**src/rtl/ascii_time_parser.sv**
```systemverilog
// rtl/ascii_time_parser.sv - parses "THH:MM:SS"+CR/LF byte frames into a packed time word
module ascii_time_parser #(
    parameter int TIMEOUT_CYCLES = 100_000_000
) (
    input  logic        clk,
    input  logic        reset,
    input  logic [7:0]  rx_data,
    input  logic        rx_done,
    output logic [23:0] o_time,
    output logic        o_load,
    output logic        o_err,
    output logic        o_busy
);

    localparam int TW = $clog2(TIMEOUT_CYCLES + 1);
    localparam logic [TW-1:0] TIMER_LAST = TW'(TIMEOUT_CYCLES - 1);

    typedef enum logic [3:0] {
        IDLE, H1, H0, C1, M1, M0, C2, S1, S0, TERM
    } state_t;

    state_t         state_q, state_d;
    logic [3:0]     tens_q, tens_d;
    logic [4:0]     hour_q, hour_d;
    logic [5:0]     min_q, min_d;
    logic [5:0]     sec_q, sec_d;
    logic [TW-1:0]  timer_q, timer_d;
    logic [23:0]    time_q, time_d;
    logic           load_q, load_d;
    logic           err_q, err_d;
    logic           busy_q;

    logic           is_digit;
    logic           is_t;
    logic           is_term;
    logic [6:0]     field;
    logic           bad;

    assign is_digit = (rx_data >= 8'h30) && (rx_data <= 8'h39);
    assign is_t     = (rx_data == 8'h54) || (rx_data == 8'h74);
    assign is_term  = (rx_data == 8'h0D) || (rx_data == 8'h0A);
    // tens*10 + ones as (tens<<3) + (tens<<1) + ones
    assign field    = {tens_q, 3'b000} + {2'b00, tens_q, 1'b0} + {3'b000, rx_data[3:0]};

    // next-state, field capture, range checks and inter-byte timeout
    always_comb begin
        state_d = state_q;
        tens_d  = tens_q;
        hour_d  = hour_q;
        min_d   = min_q;
        sec_d   = sec_q;
        timer_d = timer_q;
        time_d  = time_q;
        load_d  = 1'b0;
        err_d   = 1'b0;
        bad     = 1'b0;
        if (state_q == IDLE) begin
            timer_d = '0;
            if (rx_done && is_t) begin
                state_d = H1;
            end
        end else if (rx_done) begin
            timer_d = '0;
            if (is_t) begin
                // resync: abort the current frame and start a new one with this byte
                err_d   = 1'b1;
                state_d = H1;
            end else begin
                case (state_q)
                    H1, M1, S1: begin
                        if (is_digit) begin
                            tens_d  = rx_data[3:0];
                            state_d = state_t'(state_q + 4'd1);
                        end else begin
                            bad = 1'b1;
                        end
                    end
                    H0: begin
                        if (is_digit && field <= 7'd23) begin
                            hour_d  = field[4:0];
                            state_d = C1;
                        end else begin
                            bad = 1'b1;
                        end
                    end
                    M0: begin
                        if (is_digit && field <= 7'd59) begin
                            min_d   = field[5:0];
                            state_d = C2;
                        end else begin
                            bad = 1'b1;
                        end
                    end
                    S0: begin
                        if (is_digit && field <= 7'd59) begin
                            sec_d   = field[5:0];
                            state_d = TERM;
                        end else begin
                            bad = 1'b1;
                        end
                    end
                    C1, C2: begin
                        if (rx_data == 8'h3A) begin
                            state_d = state_t'(state_q + 4'd1);
                        end else begin
                            bad = 1'b1;
                        end
                    end
                    TERM: begin
                        if (is_term) begin
                            time_d  = {hour_q, min_q, sec_q, 7'd0};
                            load_d  = 1'b1;
                            state_d = IDLE;
                        end else begin
                            bad = 1'b1;
                        end
                    end
                    default: bad = 1'b1;
                endcase
                if (bad) begin
                    err_d   = 1'b1;
                    state_d = IDLE;
                end
            end
        end else if (timer_q == TIMER_LAST) begin
            err_d   = 1'b1;
            state_d = IDLE;
            timer_d = '0;
        end else begin
            timer_d = timer_q + TW'(1);
        end
    end

    // state, field and output registers
    always_ff @(posedge clk or negedge reset) begin
        if (!reset) begin
            state_q <= IDLE;
            tens_q  <= '0;
            hour_q  <= '0;
            min_q   <= '0;
            sec_q   <= '0;
            timer_q <= '0;
            time_q  <= '0;
            load_q  <= 1'b0;
            err_q   <= 1'b0;
            busy_q  <= 1'b0;
        end else begin
            state_q <= state_d;
            tens_q  <= tens_d;
            hour_q  <= hour_d;
            min_q   <= min_d;
            sec_q   <= sec_d;
            timer_q <= timer_d;
            time_q  <= time_d;
            load_q  <= load_d;
            err_q   <= err_d;
            busy_q  <= (state_d != IDLE);
        end
    end

    assign o_time = time_q;
    assign o_load = load_q;
    assign o_err  = err_q;
    assign o_busy = busy_q;

endmodule

```
**config.mk**
```make
export PLATFORM = sky130hd
export DESIGN_NAME = ascii_time_parser
export DESIGN_NICKNAME = d
export VERILOG_FILES = /design/src/rtl/ascii_time_parser.sv
export SDC_FILE = /design/constraint.sdc
export NUM_CORES = 1
export LEC_CHECK = 0
export CORE_ASPECT_RATIO = 1.1
export CORE_MARGIN = 5
export CORE_UTILIZATION = 45
export CTS_BUF_LIST = sky130_fd_sc_hd__clkbuf_4
export CTS_CLUSTER_DIAMETER = 80
export DETAILED_ROUTE_END_ITERATION = 12
export PLACE_DENSITY = 0.63
export SYNTH_ARGS = -nofsm -noshare
export SYNTH_HDL_FRONTEND = slang
export SYNTH_SLANG_ARGS = --single-unit
```
**constraint.sdc**
```tcl
create_clock -name clk -period 6.2 [get_ports clk]
set_input_delay 1.24 -clock clk [delete_from_list [all_inputs] [get_ports clk]]
set_output_delay 1.24 -clock clk [all_outputs]
set_load 0.05 [all_outputs]
```
==> run metrics <==
Setup Viol. Count Final=0; via count=2667; final hold vios=0; actual slew at the worst max-slew pin=1070 ps; RSZ-0062 raised after global routing=no; H-tree Lvls=3; setup ws final=1840 ps; status=complete, no violations; number of synthesized flops with an enable pin=0; CTS sink cnt=72; layout cells sized above 1=18.4%; largest net degree at the start of global routing=73; Cell Area, Placed=4210 um^2; CP cell instances=clkdlybuf4s50_1 -> inv_1 -> fa_1 -> inv_1 -> fa_1 -> a211o_1 -> a21o_1 -> a21oi_1 -> nand3_1 -> nor2_1 -> mux2_2; Peak supply drop=0.103 mV; global-route wire length before repair=13200 um; synth unique cells=58; CTS Hold Bufs=0; remaining routing DRC violations=0; Arrival @ worst endpoint=4680 ps; number of global-route vias before repair=2727; clk buf depth=2; worst path required time=6520 ps; Row Count=35; Final Critical Period=4360 ps; CP Launch Type=input pin; design area=4350 um^2; Clock Latency Late Sink=420 ps; antenna cells=0; total grt overflow=0; Core Area=8360 um^2; post-synthesis xor/xnor area fraction=5.49%; area of the multi-input gates=1920 um^2; CTS tree=built; die height=107 um; initial antenna violation count=0; Synth async-reset ratio=100%; final cycle utilization of the critical path=70.3%; Max-cap violations=0; Initial Utilization=45.7%; Routed WL=7700 um; TNS Setup=0 ps; crit path capture type=register; Layout area overhead=13.7%; CTS Buf Count=9; WL/cell=15.5 um; most frequent cells after synthesis=dfrtp_1, mux2_2, nor2_1, nand3_1, xor2_1; worst hold path type=reg -> reg; final setup skew=22.7 ps; CTS root buffer=clkbuf_4; ANT nets after route=0; Mapped Cells=347; count of warnings emitted by yosys=0; Post-synth top flop=dfrtp_1; top cell type's share of synthesized area=47.1%; CP max stage cell=clkdlybuf4s50_1; Synth Area in Adders=4.97%; Iteration-0 DRC Markers=75; pwr dens=200 nW/um^2; Compound-Gate Fraction of Synth Area=8.24%; pre-CTS WS=1410 ps; gr usage total=15.5%; Port Buffers=30; syn avg cell area=11.0 um^2; area occupied by registers=1800 um^2; die footprint=10400 um^2; Layout fillers=773; sequential area share after synthesis=47.1%; Post-CTS Setup Inserts=0; LEAKAGE=2.02 nW; Peak Freq=230 MHz; synthesized cell area=3830 um^2; DR pass1 iterations=4; Die X=97.9 um; main combinational cell family by area after synthesis=simple AND/OR/NAND/NOR gates; vias per cell=5.37; Reg clk slew, reported paths=140 ps; top post-synthesis cells by area=dfrtp_1, mux2_2, xor2_1; CP peak stage delay=550 ps; Nets=406; Worst Path Max Fanout=5; Seq cells post-synth=72; top-count cell post-synth=dfrtp_1; mux contribution to synthesized area=10.9%; largest area contributor in the netlist=dfrtp_1; GPL Wtd Cong=0.898; CTS resizes=0; Slew headroom=28.4%; Ports=38; hpwl dp=5480 um; Slew Limit Fails=0; worst setup path class=in -> reg; area share of and/or/nand/nor cells after synthesis=19.7%
worst max-delay path: cells and delay by family:
family | cells | cell delay (ps)
adders and majority gates | 2 | 990
AOI/OAI and AO/OA | 3 | 790
buffers and inverters | 3 | 710
and+or+nand+nor | 2 | 560
muxes | 1 | 390
logic make-up (layout without fill, tap and decap cells):
logic type,after synthesis,after routing
adder cells (fa/ha/maj),14,14
other,1,7
AO/OA/AOI/OAI,43,43
flip-flops,72,72
AND/OR/NAND/NOR,131,131
multiplexers,37,37
XOR/XNOR,24,24
buffers and inverters,25,58
worst paths after layout:
kind                       startpoint           to  slack, ps  depth (start not counted)
max                        rx_data[3]    hour_q[2]       1840                         11
max reg2reg                 tens_q[0]    hour_q[2]       2900                         10
min                        timer_q[0]   timer_q[0]        510                          1
min in group asynchronous       reset  timer_q[16]       1020                          2
min reg2reg                timer_q[0]   timer_q[0]        510                          1
max in group asynchronous       reset     sec_q[3]       4600                          2
per-layer routing:
layer | global-route usage, % | routed length, um | vias to the layer above | share of wire (%)
met2 | 25.6 | 3790 | 45 | 49
met1 | 20.0 | 3560 | 1304 | 46
met3 | 3.19 | 227 | 13 | 2.9
met4 | 5.93 | 131 | 0 | 1.7
li1 | - | - | 1305 | -
met5 | 0 | 0 | - | 0
layout make-up:
cell class	instances	share of cell area (%)
Multi-Input combinational cell	256	44.1
Sequential cell	72	41.4
Timing Repair Buffer	31	6.96
Tap cell	111	3.19
Clock inverter	7	1.81
Clock buffer	9	1.55
Inverter	11	0.949
report_power, final:
group | total [W] | leakage [nW] | switching, W | internal (W)
Sequential | 0.000478 | 1.01 | 0.00000458 | 0.000473
Combinational | 0.0000863 | 0.934 | 0.0000608 | 0.0000256
Clock | 0.000308 | 0.0809 | 0.000181 | 0.000127
sequential cells by signal (all words and copies together) (netlist names):
| register | count |
|---|---|
| o_load | 1 |
| o_time | 17 |
| sec_q | 6 |
| state_q | 4 |
| timer_q | 27 |
| hour_q | 5 |
| min_q | 6 |
| o_err | 1 |
| o_busy | 1 |
| tens_q | 4 |
stage by stage:
| step | power (W) | std cells | util (%) | hold WS, ps |
|---|---|---|---|---|
| 2_1_floorplan | 0.000543 | 353 | - | 448 |
| 3_3_place_gp | 0.000574 | 481 | 50.3 | 475 |
| 3_5_place_dp | 0.000574 | 481 | 50.3 | 488 |
| 4_1_cts | 0.000886 | 497 | 52.0 | 510 |
| 5_1_grt | 0.000917 | 497 | 52.0 | 525 |
| 6_report | 0.000872 | 497 | 52.0 | 509 |
placed cells by master (no fill, tap or decap), types with 2 or more instances in the layout:
cell,netlist,final
dfrtp_1,72,72
mux2_2,37,37
nor2_1,34,34
clkdlybuf4s50_1,0,29
nand3_1,20,20
xor2_1,19,19
nand2_1,18,18
ha_1,12,12
inv_1,11,11
clkbuf_4,0,9
and3_1,8,8
o21ai_0,8,8
a21oi_1,8,8
nand4_1,8,8
conb_1,1,7
or3_1,5,5
xnor2_1,5,5
and4_1,4,4
a21o_1,4,4
a22o_1,4,4
nor2b_1,4,4
nor3b_1,3,3
nor3_1,3,3
nand2b_1,3,3
nor4_1,3,3
o211ai_1,3,3
clkinv_4,0,3
or2_2,2,2
a32oi_1,2,2
o2111ai_1,2,2
nor3_4,2,2
fa_1,2,2
inv_6,0,2
Note: power is estimated with default switching activity, not from simulation.
